[src/rtl/csi2_tx_pkg.sv]
// Shared definitions for the CSI-2 two-lane packet transmitter:
// data types, sync byte, FSM state encoding and the header ECC function.
package csi2_tx_pkg;

    localparam logic [5:0] DT_FS     = 6'h00;
    localparam logic [5:0] DT_FE     = 6'h01;
    localparam logic [5:0] DT_RAW10  = 6'h2B;
    localparam logic [7:0] SYNC_BYTE = 8'hB8;

    typedef enum logic [2:0] {
        IDLE,
        SOT,
        HDR0,
        HDR1,
        PAYLOAD,
        CRC,
        EOT
    } tx_state_t;

    typedef enum logic [1:0] {
        PK_FS,
        PK_LINE,
        PK_FE
    } pkt_kind_t;

    // CSI-2 header ECC: six parity bits over {WC_hi, WC_lo, DI}, bits [7:6] zero.
    // Each mask selects the header bits that feed one parity bit.
    function automatic logic [7:0] csi2_ecc(input logic [23:0] hdr);
        logic [7:0] ecc;
        ecc    = 8'h00;
        ecc[0] = ^(hdr & 24'hF12CB7);
        ecc[1] = ^(hdr & 24'hF2555B);
        ecc[2] = ^(hdr & 24'h749A6D);
        ecc[3] = ^(hdr & 24'hB8E38E);
        ecc[4] = ^(hdr & 24'hDF03F0);
        ecc[5] = ^(hdr & 24'hEFFC00);
        return ecc;
    endfunction

endpackage

[src/rtl/csi2_crc16_2b.sv]
// CSI-2 payload CRC16 (reflected 0x8408, init 0xFFFF, no final XOR),
// advancing two bytes per clock; data[7:0] is the earlier byte.
module csi2_crc16_2b (
    input  logic        sys_clk,
    input  logic        reset,
    input  logic        clear,
    input  logic        enable,
    input  logic [15:0] data,
    output logic [15:0] crc
);

    function automatic logic [15:0] crc_step16(input logic [15:0] cur, input logic [15:0] din);
        logic [15:0] r;
        r = cur;
        for (int i = 0; i < 16; i++) begin
            if (r[0] ^ din[i]) begin
                r = (r >> 1) ^ 16'h8408;
            end else begin
                r = r >> 1;
            end
        end
        return r;
    endfunction

    // CRC register: clear wins over enable so a new packet always starts clean.
    always_ff @(posedge sys_clk or negedge reset) begin
        if (!reset) begin
            crc <= 16'hFFFF;
        end else if (clear) begin
            crc <= 16'hFFFF;
        end else if (enable) begin
            crc <= crc_step16(crc, data);
        end
    end

endmodule

[src/rtl/csi2_packet_tx.sv]
// CSI-2 two-lane byte-level packet transmitter (FS/FE short packets and
// pixel-line long packets). Optional feature macro: CSI2_TX_FRAME_COUNT_EN
// puts a 1-based wrapping frame number in the short-packet word count.
module csi2_packet_tx
    import csi2_tx_pkg::*;
#(
    parameter int         LINE_BYTES = 1280,
    parameter logic [5:0] DATA_TYPE  = DT_RAW10,
    parameter logic [1:0] VC         = 2'd0
) (
    input  logic        sys_clk,
    input  logic        reset,
    input  logic        fs_req,
    input  logic        line_req,
    input  logic        fe_req,
    output logic        req_ack,
    input  logic [15:0] pix_data,
    input  logic        pix_valid,
    output logic        pix_ready,
    output logic [7:0]  lane0_byte,
    output logic [7:0]  lane1_byte,
    output logic        hs_valid,
    output logic        busy,
    output logic        err_underflow
);

    localparam int BEATS  = LINE_BYTES / 2;
    localparam int BEAT_W = (BEATS > 1) ? $clog2(BEATS) : 1;
    localparam logic [BEAT_W-1:0] LAST_BEAT = BEAT_W'(BEATS - 1);

    generate
        if ((LINE_BYTES <= 0) || ((LINE_BYTES % 2) != 0)) begin : g_bad_line_bytes
            $error("csi2_packet_tx: LINE_BYTES must be even and nonzero");
        end
    endgenerate

    tx_state_t   state, state_nxt;
    pkt_kind_t   kind;
    logic [7:0]  di;
    logic [15:0] wc;
    logic [15:0] short_wc;
    logic [BEAT_W-1:0] beat;
    logic [7:0]  ecc;
    logic        crc_clear, crc_en;
    logic [15:0] crc_data, crc;
    logic        accept;
    pkt_kind_t   accept_kind;

`ifdef CSI2_TX_FRAME_COUNT_EN
    logic [15:0] frame_cnt;

    // Frame number advances once each FE packet finishes, skipping zero on wrap.
    always_ff @(posedge sys_clk or negedge reset) begin
        if (!reset) begin
            frame_cnt <= 16'h0001;
        end else if (state == EOT && kind == PK_FE) begin
            frame_cnt <= (frame_cnt == 16'hFFFF) ? 16'h0001 : frame_cnt + 16'h0001;
        end
    end

    assign short_wc = frame_cnt;
`else
    assign short_wc = 16'h0000;
`endif

    assign ecc  = csi2_ecc({wc, di});
    assign busy = (state != IDLE);

    // Accepted request picks the packet kind; fs beats line beats fe.
    always_comb begin
        accept      = 1'b0;
        accept_kind = PK_FS;
        if (state == IDLE && reset) begin
            if (fs_req) begin
                accept      = 1'b1;
                accept_kind = PK_FS;
            end else if (line_req) begin
                accept      = 1'b1;
                accept_kind = PK_LINE;
            end else if (fe_req) begin
                accept      = 1'b1;
                accept_kind = PK_FE;
            end
        end
    end

    // State register.
    always_ff @(posedge sys_clk or negedge reset) begin
        if (!reset) begin
            state <= IDLE;
        end else begin
            state <= state_nxt;
        end
    end

    // Packet kind, payload beat counter and sticky underflow flag.
    always_ff @(posedge sys_clk or negedge reset) begin
        if (!reset) begin
            kind          <= PK_FS;
            beat          <= '0;
            err_underflow <= 1'b0;
        end else begin
            if (accept) begin
                kind <= accept_kind;
            end
            beat <= (state == PAYLOAD) ? beat + 1'b1 : '0;
            if (state == PAYLOAD && !pix_valid) begin
                err_underflow <= 1'b1;
            end
        end
    end

    // Header fields latched at accept; they are only observed after SOT.
    always_ff @(posedge sys_clk) begin
        if (accept) begin
            case (accept_kind)
                PK_LINE: begin
                    di <= {VC, DATA_TYPE};
                    wc <= 16'(LINE_BYTES);
                end
                PK_FE: begin
                    di <= {VC, DT_FE};
                    wc <= short_wc;
                end
                default: begin
                    di <= {VC, DT_FS};
                    wc <= short_wc;
                end
            endcase
        end
    end

    // Next state and per-state lane outputs.
    always_comb begin
        state_nxt  = state;
        req_ack    = 1'b0;
        pix_ready  = 1'b0;
        lane0_byte = 8'h00;
        lane1_byte = 8'h00;
        hs_valid   = 1'b0;
        crc_clear  = 1'b0;
        crc_en     = 1'b0;
        crc_data   = 16'h0000;
        case (state)
            IDLE: begin
                if (accept) begin
                    req_ack   = 1'b1;
                    state_nxt = SOT;
                end
            end
            SOT: begin
                hs_valid   = 1'b1;
                lane0_byte = SYNC_BYTE;
                lane1_byte = SYNC_BYTE;
                state_nxt  = HDR0;
            end
            HDR0: begin
                hs_valid   = 1'b1;
                lane0_byte = di;
                lane1_byte = wc[7:0];
                state_nxt  = HDR1;
            end
            HDR1: begin
                hs_valid   = 1'b1;
                lane0_byte = wc[15:8];
                lane1_byte = ecc;
                crc_clear  = 1'b1;
                state_nxt  = (kind == PK_LINE) ? PAYLOAD : EOT;
            end
            PAYLOAD: begin
                hs_valid = 1'b1;
                crc_en   = 1'b1;
                if (pix_valid) begin
                    pix_ready  = 1'b1;
                    lane0_byte = pix_data[7:0];
                    lane1_byte = pix_data[15:8];
                    crc_data   = pix_data;
                end
                if (beat == LAST_BEAT) begin
                    state_nxt = CRC;
                end
            end
            CRC: begin
                hs_valid   = 1'b1;
                lane0_byte = crc[7:0];
                lane1_byte = crc[15:8];
                state_nxt  = EOT;
            end
            EOT: begin
                state_nxt = IDLE;
            end
            default: begin
                state_nxt = IDLE;
            end
        endcase
    end

    csi2_crc16_2b u_crc (
        .sys_clk (sys_clk),
        .reset   (reset),
        .clear   (crc_clear),
        .enable  (crc_en),
        .data    (crc_data),
        .crc     (crc)
    );

endmodule

[config.mk]
export PLATFORM = sky130hd
export DESIGN_NAME = csi2_packet_tx
export DESIGN_NICKNAME = d
export VERILOG_FILES = /design/src/rtl/csi2_tx_pkg.sv /design/src/rtl/csi2_crc16_2b.sv /design/src/rtl/csi2_packet_tx.sv
export SDC_FILE = /design/constraint.sdc
export NUM_CORES = 1
export LEC_CHECK = 0
export ABC_AREA = 0
export CORE_UTILIZATION = 47
export DETAILED_ROUTE_END_ITERATION = 8
export PLACE_DENSITY_LB_ADDON = 0.3
export SLEW_MARGIN = 10
export SYNTH_ARGS = -nofsm -noshare
export SYNTH_HDL_FRONTEND = slang
export SYNTH_HIERARCHICAL = 1
export SYNTH_SLANG_ARGS = --single-unit
[constraint.sdc]
create_clock -name sys_clk -period 4.6 [get_ports sys_clk]
set_input_delay 0.69 -clock sys_clk [delete_from_list [all_inputs] [get_ports sys_clk]]
set_output_delay 0.69 -clock sys_clk [all_outputs]
set_load 0.01 [all_outputs]
### Word level (Yosys, flattened, before mapping)

Cells that the tools add are included.

| word-level totals | value |
|---|---|
| flip-flop bits (word level) | 56 |
| input port bits | 22 |
| output and inout port bits | 21 |
| logic and storage cells | 141 |

| cells by class | value |
|---|---|
| add/subtract/negate cells | 1 |
| equal/unequal tests | 11 |
| muxes and demuxes | 76 |
| bitwise operators | 32 |
| reductions and logical operators | 14 |

Operator list:

| kind | number |
|---|---|
| $mux W16 | 50 |
| $reduce_xor A24 Y1 | 6 |
| $pmux W8 S5 | 2 |
| $not A2 Y3 | 16 |
| $pmux W3 S6 | 1 |
| $mux W8 | 2 |
| $xor A1 B1 Y1 | 16 |
| $pmux W6 S2 | 1 |
| $mux W1 | 11 |
| $mux W11 | 1 |
| $add A10 B1 Y10 const B | 1 |
| $eq A10 B10 Y1 const B | 1 |
| $mux W10 | 1 |
| $mux W2 | 5 |
| $eq A3 B2 Y1 const B | 2 |
| $eq A3 B3 Y1 const B | 2 |
| $mux W3 | 2 |
| $reduce_or A5 Y1 | 1 |
| $eq A2 B1 Y1 const B | 2 |
| $eq A3 B1 Y1 const B | 1 |
| $logic_not A3 Y1 | 1 |
| $reduce_bool A3 Y1 | 1 |
| $eq A2 B2 Y1 const B | 1 |
| $logic_and A1 B1 Y1 | 2 |
| other kinds (5) | 5 |

### Depth between registers and ports, before layout

Gate-level depths: netlist of the first run.

| logic depth | value |
|---|---|
| depth after elaboration | 66 |
| depth in mapped cells | 12 |
| depth with buffers taken out | 10 |

### Hierarchy

The synthesis of the first run kept the hierarchy.

Modules (own cells, without submodules):

| module | times used | cells each | area each (um2) | sequential area each (um2) |
|---|---|---|---|---|
| csi2_packet_tx | 1 | 137 | 1197.4 | 460.4 |
| csi2_crc16_2b | 1 | 111 | 1171.1 | 420.4 |

### Least setup slack after synthesis of the first run

OpenSTA, ideal clock, no wires.

| timing path | value |
|---|---|
| path type | reg-to-reg |
| from | register state[2] |
| to | register u_crc.crc[2] |
| library setup time | 88 ps |
| arrival | 2804 ps |
| required time | 4512 ps |
| slack | 1707 ps |
| cell stages (with the launch flop) | 12 |
| path buffers | 1 |
| clock period less this slack | 2893 ps |
| cell sequence | dfrtp_1 buf_2 inv_2 or3_1 inv_2 and3_1 xor2_1 xnor3_2 xnor2_4 xnor2_1 nor3_1 or3b_1 |

| on the way | value |
|---|---|
| cells in the longest elaborated chain, start to end | 48 |
| elaborated cells between the ends (all ways) | 57 |
| classes of those cells | eq/ne: 2; mux: 45; bitwise: 9; reduce/logical: 1 |

RTL lines:

| item | line | text |
|---|---|---|
| start, declared | csi2_packet_tx.sv:37 | `tx_state_t state, state_nxt;` |
| start signal, assigned | csi2_packet_tx.sv:92 | `state <= state_nxt;` |
| $eq A3 B3 Y1 * | csi2_packet_tx.sv:144 | `case (state)` |
| $mux W16 * | csi2_packet_tx.sv:144 |  |
| named net crc_data[2] | csi2_packet_tx.sv:45 | `logic [15:0] crc_data, crc;` |
| $xor A1 B1 Y1 * | csi2_crc16_2b.sv:16 | `if (r[0] ^ din[i]) begin` |
| $mux W16 * | csi2_crc16_2b.sv:16 |  |
| $mux W16 * | csi2_crc16_2b.sv:31 | `end else if (enable) begin` |
| $mux W16 * | csi2_crc16_2b.sv:29 | `end else if (clear) begin` |
| $mux W16 * | csi2_crc16_2b.sv:16 |  |
| (+33 left out) | n/a |  |
| $mux W16 * | csi2_crc16_2b.sv:29 |  |
| $xor A1 B1 Y1 | csi2_crc16_2b.sv:16 |  |
| $mux W16 * | csi2_crc16_2b.sv:16 |  |
| $mux W16 * | csi2_crc16_2b.sv:31 |  |
| $mux W16 * | csi2_crc16_2b.sv:29 |  |
| $mux W16 * | csi2_crc16_2b.sv:16 |  |
| $mux W16 * | csi2_crc16_2b.sv:31 |  |
| $mux W16 * | csi2_crc16_2b.sv:29 |  |
| end signal, assigned | csi2_crc16_2b.sv:32 | `crc <= crc_step16(crc, data);` |
| end, declared | csi2_crc16_2b.sv:9 | `output logic [15:0] crc` |

The timed path passes the listed nets; every way through them passes the cells marked *. The select of a mux whose other input is x is not followed.
A chain may end at the register's enable or synchronous reset.

### Final worst setup path of the first run

| timing path | value |
|---|---|
| from | register state[2] |
| to | register u_crc.crc[0] |

| on the way | value |
|---|---|
| cells in the longest elaborated chain, start to end | 54 |
| elaborated cells between the ends (all ways) | 63 |
| classes of those cells | eq/ne: 2; mux: 51; bitwise: 9; reduce/logical: 1 |

RTL lines:

| item | line |
|---|---|
| $eq A3 B3 Y1 * | csi2_packet_tx.sv:144 |
| $mux W16 * | csi2_packet_tx.sv:144 |
| named net crc_data[0] | csi2_packet_tx.sv:45 |
| $xor A1 B1 Y1 * | csi2_crc16_2b.sv:16 |
| $mux W16 * | csi2_crc16_2b.sv:16 |
| $mux W16 * | csi2_crc16_2b.sv:31 |
| $mux W16 * | csi2_crc16_2b.sv:29 |
| $mux W16 * | csi2_crc16_2b.sv:16 |
| (+39 left out) | n/a |
| $mux W16 * | csi2_crc16_2b.sv:31 |
| $mux W16 * | csi2_crc16_2b.sv:29 |
| $mux W16 * | csi2_crc16_2b.sv:16 |
| $mux W16 * | csi2_crc16_2b.sv:31 |
| $mux W16 * | csi2_crc16_2b.sv:29 |
| $mux W16 * | csi2_crc16_2b.sv:16 |
| $mux W16 * | csi2_crc16_2b.sv:31 |
| $mux W16 * | csi2_crc16_2b.sv:29 |

Marks and branches as above.

==> metrics, run 1 <==
outcome=finished clean; crit path DAT=4020 ps; Multi-input gate area=1400 µm²; Synth Instances=248; Final Wtd Congestion=0.813; Max Clk Rate=260 MHz; PD cells=657 nW/µm²; Die W=73.0 µm; fill count=420; Max Clock Skew=9.90 ps; area growth from synthesis to layout=24.6%; required time worst endpoint=4780 ps; crit path capture=u_crc/crc[0]; Min Hold Slack=461 ps; Tcrit/Tclk final=83.5%; Fin. Hold Viols=0; Max Root-Sink Buffers=2; DRC Markers=0; setup slack after layout=760 ps; global-route wire length before repair=9310 µm; syn avg cell area=9.55 µm²; Cells after DPL=347; Iter 0 DRT Violations=203; Pleak=1.25 nW; crit-path cells=inv_2, or3_1, inv_2, and3_1, xnor2_1, xnor3_1, xor2_1, or2_2, a311oi_1, a41oi_1; Yosys top cell area share=17.7%; simple logic cell fraction of the synthesized area=19.0%; vias in the first global route=1912; core area=4790 µm²; maximum VDD drop=302 µV; Layout Cells excl Fill=355; H-tree depth=2; Synth Area in Adders=1.06%; Post-Synth XOR/XNOR Area=21.4%; hold path depth=1; FFs w/ async S/R, synth=94.1%; share of cells above drive strength 1=11.8%; Worst R2R End=u_crc/crc[0]; Slew Limit Fails=0; num ports=43; pin count of the biggest net entering global routing=33; reg2reg start=state[2]; hold_buf cts=0; DP Worst Slack=866 ps; Post-CTS Setup Inserts=0; largest family of logic cells by synthesized area=XOR/XNOR gates; synth cell count leaders=xnor2_1 (36), nor2_1 (26), and3_1 (18); crit-path most repeated cell=inv_2; FF+latch count, synth=34; setup_tns=0 ps; fraction of the mapped netlist area in compound gates=16.2%; largest area contributor in the netlist=dfstp_2; Post-CTS Resized=0; initial antenna violation count=0; initial cell density of the core=49.5%; Vias/cell=5.47; area of the die=5330 µm²; Avg WL per Cell=15.6 µm; die outline height=73.0 µm; WL final=5550 µm; Setup crit start=state[2]; Routed Antenna Nets=0; CP max-delay cell=or3_1; Net Count, Synth=272; Critical Path Sink Type=flip-flop; CTS tree=done; Post-synth EDFFs=2; clk sinks=34; IO buf count=42; most common cell in the netlist=xnor2_1; Tmin final=3840 ps; top cells by area, synth=dfstp_2 (18%), dfrtp_1 (17%), xnor2_1 (13%); Least-Margin Pin Slew=846 ps; HP Start=err_underflow; dpl hpwl=3940 µm; root buf cell=clkbuf_8; # Max-Cap Violations=0; clock slew seen by the registers of the worst setup and hold paths=80 ps; worst hold path type=flip-flop to flip-flop; Skew-Pair Late Insertion Delay=290 ps; synth warn=6; crit start category=flip-flop; register area=881 µm²; Nets=311; post-synthesis mux area share=1.32%; setup slack, reg-to-reg=760 ps; Synth cell types=51; Final setup violation count=0; Top FF cell, synth=dfstp_2; CP max FO=30; worst r2r path cells=10; RSZ-0062 raised after global routing=no; worst setup path class=flip-flop to flip-flop; gr usage total=23.6%; diode count=0; sequential area share after synthesis=37.2%; relative slew slack=43.4%; mapped cell area=2370 µm²; crit-path max cell delay=580 ps; via count=1941; GRT Residual Overflow=0; drt pass-1 iters=4; FP Rows=25; CTS buffer count=5
## how the worst min path moves through the flow
stage / slack [ps] / endpoint
final: 460 / err_underflow
after global routing: 470 / err_underflow
after CTS: 470 / err_underflow
after detailed placement: 450 / err_underflow
after global placement: 450 / err_underflow
after floorplan: 390 / beat[0]
## area by class of cell
type                    instances  share of cell area [%]
clock buffers                   7                    2.93
repair buffers                 43                    14.5
clock inverters                 1                    1.02
well taps                      67                    2.84
inverters                      12                    1.53
flip-flops and latches         34                    29.9
multi-input cells             191                    47.3
## layer usage
layer	share of wire [%]	global-route usage [%]
met3	7.5	5.39
met2	46	36.3
met5	0	0
met1	44	32.4
met4	2.0	8.93
## registers in the layout, summed over array words and instances (netlist names)
register	cells
di	1
kind	2
err_underflow	1
wc	1
beat	10
state	3
u_crc/crc	16
## cell families (layout without fill, tap and decap cells)
logic type / Yosys count / after routing
flops: 34 / 34
mux: 3 / 3
buf+inv: 23 / 63
compound gates: 54 / 54
xor+xnor: 50 / 50
simple gates: 82 / 82
fa+ha+maj: 2 / 2
## report_power, final
group | leakage, nW | internal, mW | switching [mW] | total (mW)
Sequential | 0.400 | 0.401 | 0.0881 | 0.489
Combinational | 0.795 | 0.591 | 0.572 | 1.16
Clock | 0.0585 | 0.177 | 0.110 | 0.287
Total | 1.25 | 1.17 | 0.770 | 1.94
## critical path, delay by kind of cell (launching register included)
family / cells / cell delay (ps)
buffers and inverters: 2 / 570
XOR/XNOR: 3 / 1000
AND/OR/NAND/NOR: 3 / 1220
AO/OA/AOI/OAI: 2 / 390
flip-flops: 1 / 510
## stage by stage
stage	instance area, µm²	util (%)	total power [mW]
floorplan	2370	-	1.32
global placement	2830	59.2	1.63
detailed placement	2830	59.2	1.64
CTS	2950	61.6	1.95
global route	2950	61.6	2.07
finish	2950	61.6	1.94
## cell usage in the layout, fill, tap and decap left out, types with 2 or more instances in the layout
cell type / instances
mux2i_1: 2
nand4_1: 2
a21o_1: 5
o21ai_0: 7
nor2_1: 26
edfxtp_1: 2
o31ai_1: 2
inv_1: 9
nand2_1: 5
clkbuf_8: 6
a21oi_1: 12
inv_2: 2
xnor3_1: 2
or2_2: 2
dfrtp_1: 16
xnor2_1: 36
nand3b_1: 2
and3_1: 18
clkdlybuf4s50_1: 42
ha_1: 2
or3_1: 6
a211o_1: 12
xor2_1: 9
nor2b_1: 3
o21bai_1: 8
dfstp_2: 16
a221o_1: 2
nand3_1: 4
nor3_1: 5
No activity file was read; power rests on OpenSTA's default activity.
==> inputs of run 2 (changes only) <==
==> constraint.sdc (replaced) <==
create_clock -name sys_clk -period 3.2 [get_ports sys_clk]
set_input_delay 0.48 -clock sys_clk [delete_from_list [all_inputs] [get_ports sys_clk]]
set_output_delay 0.48 -clock sys_clk [all_outputs]
set_load 0.01 [all_outputs]
==> run 2 against run 1 <==
  * Core utilization increased by 1.4 points
  * Register-to-register slack got worse by 620 ps
  * Power grew 46%
  * Sequential share of layout area is 0.67 points lower
  * Critical endpoint unchanged
  * Die area stayed put
  * Highest routed layer unchanged
==> metrics, run 2 (synthesized netlist as in run 1, its figures left out) <==
most common cell after layout, fill and taps aside=clkdlybuf4s50_1; Tmin final=3060 ps (-782 ps); Max Root-Sink Buffers=2 (unchanged); initial antenna violation count=0 (unchanged); initial cell density of the core=49.5% (unchanged); core area=4790 µm² (unchanged); outcome=finished clean; die outline height=73.0 µm (unchanged); Vias/cell=5.47 (about the same); clk sinks=34 (unchanged); GRT Residual Overflow=0 (unchanged); Max Clk Rate=327 MHz (+26%); required time worst endpoint=3410 ps (-1370 ps); FP Rows=25 (unchanged); crit-path leading delay family=simple AND/OR/NAND/NOR gates; Final setup violation count=0 (unchanged); Tcrit/Tclk final=95.6% (+12 points); WL final=5630 µm (+1.4%); CP max FO=20 (-33%); maximum VDD drop=465 µV (+54%); Final Wtd Congestion=0.816 (+0.34%); Die W=73.0 µm (unchanged); area of the die=5330 µm² (unchanged); largest register by flop count=u_crc/crc; Avg WL per Cell=15.3 µm (-2.2%); setup_tns=0 ps (unchanged); diode count=0 (unchanged); CTS tree=done; H-tree depth=2 (unchanged); Critical Path Sink Type=flip-flop; Routed Antenna Nets=0 (unchanged); crit-path max cell delay=560 ps (-20 ps); share of cells above drive strength 1=15.6% (+3.8 points); num ports=43 (unchanged); commonest cells after routing, fill and taps aside=clkdlybuf4s50_1 (42), xnor2_1 (36), nor2_1 (26); Slew Limit Fails=0 (unchanged); pin count of the biggest net entering global routing=33 (unchanged); worst setup path class=flip-flop to flip-flop; vias in the first global route=1971 (+3.1%); CTS buffer count=5 (unchanged); Iter 0 DRT Violations=152 (-25%); crit start category=flip-flop; CP max-delay cell=xnor3_1; Skew-Pair Late Insertion Delay=290 ps (about the same); via count=2013 (+3.7%); biggest registers after layout=u_crc/crc: 16 flops, beat: 10 flops, state: 3 flops; Nets=324 (+4.2%); fill count=399 (-5.0%); IO buf count=42 (unchanged); global-route wire length before repair=9330 µm (+0.21%); clock slew seen by the registers of the worst setup and hold paths=70 ps (about the same); Least-Margin Pin Slew=686 ps (-160 ps); dpl hpwl=4190 µm (+6.3%); area post-placement=2930 µm² (+3.4%); crit-path cells=inv_2, or3_1, clkinv_2, and3_1, xnor2_1, xnor3_1, xor2_1, or2_2, a311oi_1, a41oi_1; Max Clock Skew=6.58 ps (-3.33 ps); PD cells=938 nW/µm² (+43%); max FFs per register=16 (unchanged); Post-CTS Setup Inserts=0 (unchanged); DRC Markers=0 (unchanged); worst hold path type=flip-flop to flip-flop; crit path DAT=3270 ps (-750 ps); # Max-Cap Violations=0 (unchanged); drt pass-1 iters=4 (unchanged); area growth from synthesis to layout=27.4%; RSZ-0062 raised after global routing=no; Pleak=1.30 nW (+3.5%); fin area=3020 µm² (+2.3%); gr usage total=23.6% (about the same); root buf cell=clkbuf_8; crit path buf inv count=2 (unchanged); relative slew slack=54.1% (+11 points); Fin. Hold Viols=0 (unchanged)
==> run 2: per-layer routing <==
metal,vias up,track usage (%),routed length [µm]
met5,-,0,0
met2,58,36.6,2600
li1,980,-,-
met4,0,9.15,96
met3,10,4.70,325
met1,965,32.5,2610
==> run 2: final cells by class <==
class | instances | area (µm²) | area share, %
inverters | 12 | 46.3 | 1.53
well taps | 67 | 83.8 | 2.78
repair buffers | 56 | 526 | 17.4
clock inverters | 3 | 16.3 | 0.539
flip-flops and latches | 34 | 881 | 29.2
multi-input cells | 191 | 1400 | 46.3
clock buffers | 5 | 68.8 | 2.28
==> run 2: path summary, 6_finish.rpt <==
path | slack (ps) | endpoint | depth (start not counted) | from
hold reg to reg | 470 | err_underflow | 1 | err_underflow
min in group asynchronous | 680 | beat[5] | 2 | reset
hold / removal | 470 | err_underflow | 1 | err_underflow
setup / recovery | 140 | u_crc/crc[0] | 10 | state[2]
setup reg to reg | 140 | u_crc/crc[0] | 10 | state[2]
max in group asynchronous | 2180 | u_crc/crc[12] | 2 | reset
==> run 2: stage by stage <==
| stage | hold slack (ps) | power [mW] | setup slack [ps] | instances | utilization, % |
|---|---|---|---|---|---|
| final | 465 | 2.83 | 142 | 368 | 63.1 |
| after global routing | 491 | 3.01 | 23.1 | 368 | 63.1 |
| after CTS | 476 | 2.84 | 104 | 368 | 63.0 |
| after detailed placement | 452 | 2.51 | 27.9 | 360 | 61.3 |
| after global placement | 444 | 2.49 | 65.5 | 360 | 61.3 |
| after floorplan | 184 | 1.90 | 307 | 248 | - |
==> run 2: worst reg2reg max path, stage by stage, from the launching register on <==
cell      delay, ps
dfrtp_1         370
inv_2            40
or3_1           420
clkinv_2        230
and3_1          280
xnor2_1         200
xnor3_1         570
xor2_1          220
or2_2           320
a311oi_1        280
a41oi_1          70
==> run 2: power breakdown <==
part           internal, mW  switching [mW]
clock                 0.149           0.164
sequential            0.578          0.0824
combinational         0.959           0.898
==> run 2: what timing repair did <==
action / CTS / global route
endpoints found under the hold margin: 0 / 0
setup endpoints to repair: 0 / 3
gates resized for setup: 0 / 1
hold buffers: 0 / 0
